[config.mk]
export PLATFORM = sky130hd
export DESIGN_NAME = soc_mem_arbiter
export DESIGN_NICKNAME = d
export VERILOG_FILES = /design/src/rtl/soc_mem_pkg.sv /design/src/rtl/rr_arb2.sv /design/src/rtl/soc_mem_arbiter.sv
export SDC_FILE = /design/constraint.sdc
export NUM_CORES = 1
export LEC_CHECK = 0
export ABC_AREA = 1
export CORE_AREA = 2 2 120 122
export CTS_BUF_LIST = sky130_fd_sc_hd__clkbuf_8
export DETAILED_ROUTE_END_ITERATION = 7
export DIE_AREA = 0 0 122 124
export HOLD_SLACK_MARGIN = 0.05
export SETUP_SLACK_MARGIN = 0.05
export SLEW_MARGIN = 20
export SYNTH_ARGS = -nofsm -noshare
export SYNTH_HDL_FRONTEND = slang
export SYNTH_SLANG_ARGS = --single-unit
[constraint.sdc]
create_clock -name clk -period 3.56 [get_ports clk]
set_input_delay 0.534 -clock clk [delete_from_list [all_inputs] [get_ports clk]]
set_output_delay 0.534 -clock clk [all_outputs]
set_load 0.05 [all_outputs]
[src/rtl/soc_mem_pkg.sv]
// soc_mem_pkg: shared types and constants for the SoC memory arbiter.
package soc_mem_pkg;
  typedef enum logic [1:0] {IDLE, OWN0, OWN1} arb_state_t;
  localparam logic [31:0] ARB_ERR_RDATA = 32'hDEAD_BEEF;
  localparam logic M0 = 1'b0;
  localparam logic M1 = 1'b1;
endpackage

[src/rtl/rr_arb2.sv]
// rr_arb2: combinational two-way round-robin picker; on a tie the master not served last wins.
module rr_arb2 (
  input  logic [1:0] req,
  input  logic       last_grant,
  output logic       pick,
  output logic       any
);
  assign any  = |req;
  assign pick = &req ? ~last_grant : req[1];
endmodule

[src/rtl/soc_mem_arbiter.sv]
// soc_mem_arbiter: two-master round-robin arbiter onto one valid/ready memory bus.
// Define SOC_MEM_ARB_TIMEOUT_EN to build in the watchdog that aborts stalled transactions.
module soc_mem_arbiter
  import soc_mem_pkg::*;
#(
  parameter int ADDR_W         = 32,
  parameter int DATA_W         = 32,
  parameter int TIMEOUT_CYCLES = 255
) (
  input  logic                clk,
  input  logic                reset,
  input  logic                m0_valid,
  output logic                m0_ready,
  input  logic [ADDR_W-1:0]   m0_addr,
  input  logic [DATA_W-1:0]   m0_wdata,
  input  logic [DATA_W/8-1:0] m0_wstrb,
  output logic [DATA_W-1:0]   m0_rdata,
  input  logic                m1_valid,
  output logic                m1_ready,
  input  logic [ADDR_W-1:0]   m1_addr,
  input  logic [DATA_W-1:0]   m1_wdata,
  input  logic [DATA_W/8-1:0] m1_wstrb,
  output logic [DATA_W-1:0]   m1_rdata,
  output logic                s_valid,
  input  logic                s_ready,
  output logic [ADDR_W-1:0]   s_addr,
  output logic [DATA_W-1:0]   s_wdata,
  output logic [DATA_W/8-1:0] s_wstrb,
  input  logic [DATA_W-1:0]   s_rdata,
  output logic                grant,
  output logic                busy,
  output logic                timeout_err
);
  arb_state_t        r_state, w_next;
  logic              r_last_grant;
  logic              w_pick, w_any, w_own, w_sel, w_mvalid, w_to, w_done;
  logic [DATA_W-1:0] w_rdata;

  rr_arb2 u_rr (
    .req        ({m1_valid, m0_valid}),
    .last_grant (r_last_grant),
    .pick       (w_pick),
    .any        (w_any)
  );

  assign w_own    = r_state != IDLE;
  assign w_sel    = r_state == OWN1;
  assign w_mvalid = w_sel ? m1_valid : m0_valid;
  assign w_done   = w_own & w_mvalid & (s_ready | w_to);
  assign w_rdata  = s_ready ? s_rdata : DATA_W'(ARB_ERR_RDATA);

  assign busy     = w_own;
  assign grant    = w_sel;
  assign s_valid  = w_own & w_mvalid & ~w_to;
  assign s_addr   = !w_own ? '0 : w_sel ? m1_addr  : m0_addr;
  assign s_wdata  = !w_own ? '0 : w_sel ? m1_wdata : m0_wdata;
  assign s_wstrb  = !w_own ? '0 : w_sel ? m1_wstrb : m0_wstrb;
  assign m0_ready = w_done & ~w_sel;
  assign m1_ready = w_done & w_sel;
  assign m0_rdata = m0_ready ? w_rdata : '0;
  assign m1_rdata = m1_ready ? w_rdata : '0;

  // A dropped request while owned is an abort: back to IDLE without touching last_grant.
  always_comb begin
    w_next = !w_own ? (w_any ? (w_pick == M1 ? OWN1 : OWN0) : IDLE)
           : (!w_mvalid || w_done) ? IDLE : r_state;
  end

  always_ff @(posedge clk or posedge reset) begin
    if (reset) begin
      r_state      <= IDLE;
      r_last_grant <= M1;
    end else begin
      r_state <= w_next;
      if (w_done) r_last_grant <= w_sel;
    end
  end

`ifdef SOC_MEM_ARB_TIMEOUT_EN
  localparam int CW = $clog2(TIMEOUT_CYCLES + 1);
  logic [CW-1:0] r_cnt;
  logic          r_terr;

  // s_ready has priority: the watchdog fires only in a cycle without completion.
  assign w_to        = w_own & w_mvalid & ~s_ready & (r_cnt == CW'(TIMEOUT_CYCLES));
  assign timeout_err = r_terr;

  always_ff @(posedge clk or posedge reset) begin
    if (reset) begin
      r_cnt  <= '0;
      r_terr <= 1'b0;
    end else begin
      r_cnt <= (w_own && w_next != IDLE) ? r_cnt + 1'b1 : '0;
      if (w_to) r_terr <= 1'b1;
    end
  end
`else
  assign w_to        = 1'b0;
  assign timeout_err = 1'b0;
`endif
endmodule

# == After elaboration in Yosys (flattened, before gate mapping) ==
# Cells that the tools add are included.
# word_totals
ff_bits,3
inputBits,173
output_inout_bits,138
elab_cells,30
# classes
eq_ne,2
muxes,15
n_bitwise,6
n_reduce_logical,5
# op_table
op,n
$mux W32,7
$mux W2,4
$mux W4,2
$and A1 B1 Y1,4
$eq A2 B2 Y1 const B,1
$mux W1,2
$ne A2 B1 Y1 const B,1
$not A1 Y1,2
$reduce_and A2 Y1,1
$reduce_bool A2 Y1,1
$reduce_or A2 Y1,1
$logic_not A1 Y1,1
$logic_or A1 B1 Y1,1

# == Longest topological paths before layout ==
# logic_depth
ltp_word,7
mapped_depth,7
ltp_nobuf,6

# == Hierarchy ==
# Synthesis repeated with hierarchy kept, for this count alone.
# unflattened
cells_unflattened,218
hier_area_um2,1363.8
# by_module_without_submodules
mod,n_inst,cells_per_inst,area_per_inst_um2,seq_area_each_um2
soc_mem_arbiter,1,215,1348.8,76.3
rr_arb2,1,3,15.0,0.0

# == Worst setup path after synthesis ==
# Ideal clock, no wire load.
# synth_timing
path_kind,register to output
start,register r_state[0]
end,output port m1_rdata[21]
arrival_time_ns,1.771
required_time_ns,3.026
path_slack_ns,1.255
path_stages_with_launch,8
n_path_buf,2
path_cell_list,dfrtp_1 -> buf_6 -> inv_1 -> nand3_2 -> nand2_4 -> nand3_4 -> buf_6 -> nor2_1
# synth_between
elab_chain_cells,6
word_cells_on_any_way,7
classes_between,eq/ne (1); mux (2); bitwise (3); reduce/logical (1)
# synth_rtl
item,line,source
start: declaration,soc_mem_arbiter.sv:34,"arb_state_t r_state, w_next;"
start signal: assignment,soc_mem_arbiter.sv:74,r_state <= w_next;
$eq A2 B2 Y1,soc_mem_arbiter.sv:47,assign w_sel = r_state == OWN1;
$mux W1,soc_mem_arbiter.sv:48,assign w_mvalid = w_sel ? m1_valid : m0_valid;
$and A1 B1 Y1 *,--,
named net s_valid,soc_mem_arbiter.sv:24,"output logic s_valid,"
$and A1 B1 Y1 *,soc_mem_arbiter.sv:49,assign w_done = w_own & w_mvalid & (s_ready | w_to);
$and A1 B1 Y1 *,soc_mem_arbiter.sv:59,assign m1_ready = w_done & w_sel;
$mux W32 *,soc_mem_arbiter.sv:61,assign m1_rdata = m1_ready ? w_rdata : '0;
end: declaration,soc_mem_arbiter.sv:23,"output logic [DATA_W-1:0] m1_rdata,"
# The timed path passes the listed nets; every way through them passes the cells marked *.

# == Final worst setup path ==
# layout_timing
start,input port m1_valid
end,output port m0_rdata[2]
# layout_between
elab_chain_cells,5
# layout_rtl
item,line,source
start: declaration,soc_mem_arbiter.sv:18,"input logic m1_valid,"
$mux W1,soc_mem_arbiter.sv:48,
$and A1 B1 Y1 (2 in a row),soc_mem_arbiter.sv:49,
$and A1 B1 Y1,soc_mem_arbiter.sv:58,assign m0_ready = w_done & ~w_sel;
$mux W32,soc_mem_arbiter.sv:60,assign m0_rdata = m0_ready ? w_rdata : '0;
end: declaration,soc_mem_arbiter.sv:17,"output logic [DATA_W-1:0] m0_rdata,"
# No other way between the ends.

==> impl_summary.log <==
[metrics] most frequent CP cell: sky130_fd_sc_hd__clkdlybuf4s50_1
[metrics] count of buffers inserted at the top-level ports: 309
[metrics] Via Count: roughly 2700
[metrics] nature of the critical path endpoint: output pin
[metrics] Max Fanout on Critical Path: 33
[metrics] Final Instance Area: 0.00458 mm²
[metrics] sequential fraction of the synthesis area: ~5.6%
[metrics] arrival time worst endpoint: 2670 ps
[metrics] worst hold slack after final layout: 482 ps
[metrics] Final Hold Viols: 0
[metrics] category of cells accounting for the largest share of critical-path delay: buffers and inverters
[metrics] Avg WL per Cell: 13.5 µm
[metrics] Setup Skew: 0.193 ps
[metrics] synth unique cells: 18
[metrics] via count of the first global-routing pass: around 2600
[metrics] ordered cell list for the critical path: clkdlybuf4s50_1 -> nand3_2 -> nand2_4 -> nand3_4 -> nor2_1 -> clkdlybuf4s50_1
[metrics] Synth Net Count: 389
[metrics] synthesis-to-layout area growth: 238%
[metrics] post-synth design cell area: 0.00136 mm²
[metrics] first-pass iteration count of the detailed router: 5
[metrics] final critical path time including I/O delays and setup: 3200 ps
[metrics] GR Overflow Total: 0
[metrics] area of the core: roughly 0.014 mm²
[metrics] die width: 122 µm
[metrics] most common cell after layout, fill and taps aside: sky130_fd_sc_hd__clkdlybuf4s50_1
[metrics] proportion of layout cells with a drive suffix above 1: under 10%
[metrics] H-tree depth reported by CTS: 1
[metrics] total chip power: 0.00273 W
[metrics] reported max-cap violation count: 0
[metrics] number of placement rows: 43
[metrics] cell chosen for the clock root: sky130_fd_sc_hd__clkbuf_8
[metrics] final core utilization: 33.4%
[metrics] placement-stage cell area: 0.00454 mm²
[metrics] Final Max Slew Viols: 0
[metrics] slew at the pin closest to its max-slew limit: 549 ps
[metrics] vias per inst: 3.85
[metrics] maximum achievable frequency: 0.312 GHz
[metrics] global-route wire length before repair: 12900 µm
[metrics] later-pin clock latency in the skew report: between 200 and 250 ps
[metrics] Detailed Route Iter0 Violations: 72
[metrics] clock tree from TritonCTS: built
[metrics] pin count of the biggest net entering global routing: 48
[metrics] area share of the largest cell type after synthesis: 43.9%
[metrics] Total Routing Usage GR: roughly a tenth
[metrics] cts-stage hold buffer count: 0
[metrics] top cells by area, synth: sky130_fd_sc_hd__a22o_1 (44%), sky130_fd_sc_hd__nor2_1 (18%), sky130_fd_sc_hd__inv_1 (11%), sky130_fd_sc_hd__buf_6 (6.6%), sky130_fd_sc_hd__dfrtp_1 (3.7%)
[metrics] die area: roughly 0.015 mm²
[metrics] antenna violations before repair: 0
[metrics] Final nets: 684
[metrics] static leakage: 1.92 nW
[metrics] register bit total from synthesis: 3
[metrics] type of origin of the critical path: input port
[metrics] overall die height: 124 µm
[metrics] endpoint required time on the critical path: roughly 3000 ps
[metrics] Hold WC Path Type: reg2reg
[metrics] Total Wirelength: 9340 µm
[metrics] count of mapped cells out of synthesis: 216
[metrics] Setup violations, final: 0
[metrics] quantity of gates resized following cts: 0
[metrics] fraction of the cycle the final worst path needs: around nine tenths
[metrics] setup TNS: 0 ps
[metrics] total DRC errors in the routed layout: 0
[metrics] setup repair after global routing missed its margin: no
[metrics] final HPWL from detailed placement: 8090 µm
[metrics] remaining number of nets flagged by the antenna check after routing: 0
[metrics] top library cells by usage in the layout, fill and taps aside: sky130_fd_sc_hd__clkdlybuf4s50_1 (302), sky130_fd_sc_hd__a22o_1 (68), sky130_fd_sc_hd__nor2_1 (65)
[metrics] Initial Util: under 10%
[metrics] count of buffering cells on the critical path with inverters included: 2
[metrics] number of sinks on the clock net: 3
[metrics] buffers from clock root to sink, at most: 2
[metrics] antenna diode count: 0
[metrics] dominant cell type by area after synthesis: sky130_fd_sc_hd__a22o_1
[metrics] RePlAce Congestion: just over 0.8
[metrics] critical path's largest stage delay: 850 ps
[metrics] Peak VDD IR: 0.000343 V
[metrics] Max-Slew Margin vs Limit: 63.3%
[metrics] I/O pin count: 311
[metrics] kind of critical path: in2out
[metrics] slowest library cell on the worst path: sky130_fd_sc_hd__clkdlybuf4s50_1
[metrics] post-CTS clock slew at the launch and capture registers of the worst setup and hold paths: ~30 ps
[metrics] status: finished, final reports clean
[metrics] total CTS buffers: 3
[metrics] setup fix buffers added after clock tree synthesis: 0
[metrics] synthesized area per cell: between 6 and 7 µm²
[metrics] synthesis warning total: 0
[metrics] power density of the placed cells: 596 mW/mm²
==> per-layer routing <==
layer  GRT usage, %  vias to the layer above  routed length, µm
met3           2.84                       10                808
met1           11.0                     1196               3270
met2           21.3                      137               5140
met4           2.37                        0                123
met5              0                        -                  0
li1               -                     1315                  -
==> per-stage QoR <==
step | setup slack [ps] | instances
floorplan | 1250 | 216
global placement | 396 | 686
detailed placement | 321 | 686
CTS | 326 | 690
global route | 201 | 690
finish | 357 | 690
==> area by class of cell <==
type	count	area (µm²)
clock buffer	3	41.3
fill	1453	9140
clock inverter	1	3.75
multi-input combinational	150	968
inverter	41	154
sequential	3	77.6
tap	180	225
timing repair buffer	312	3110
==> report_power, final <==
group	internal, W	switching [W]
Clock	0.0000732	0.0000206
Combinational	0.000914	0.00165
Sequential	0.0000530	0.0000173
==> cells in the mapped netlist (all sizes together) <==
cell type  number
conb            1
dfstp           1
buf            16
dfrtp           2
nand2           8
o211ai          1
nand3           6
nor2           66
inv            41
a22o           68
clkbuf          6
==> cells by family after synthesis <==
logic type,after synthesis,share of synthesized area [%]
simple gates,80,26.7
compound gates,69,44.5
buf+inv,63,23.0
flops,3,5.63
other cells,1,0.276
==> registers in the layout, indices dropped and copies added, names as in the netlist <==
signal	cells
r_state	2
r_last_grant	1
==> worst register-to-register path: cells and delay by family (launching register included) <==
family	cells	cell delay (ps)
AND/OR/NAND/NOR	2	220
buffers and inverters	2	750
flip-flops	1	400
AO/OA/AOI/OAI	1	120
==> worst paths after layout <==
kind / from / end / slack (ps) / cells past startpoint
min in group asynchronous: reset / r_state[1] / 580 / 2
hold / removal: r_last_grant / r_last_grant / 480 / 2
hold reg to reg: r_last_grant / r_last_grant / 480 / 2
setup reg to reg: r_state[0] / r_state[0] / 1950 / 5
setup / recovery: m1_valid / m0_rdata[2] / 360 / 6
max in group asynchronous: reset / r_last_grant / 2770 / 2
(Power assumes the default switching activity.)
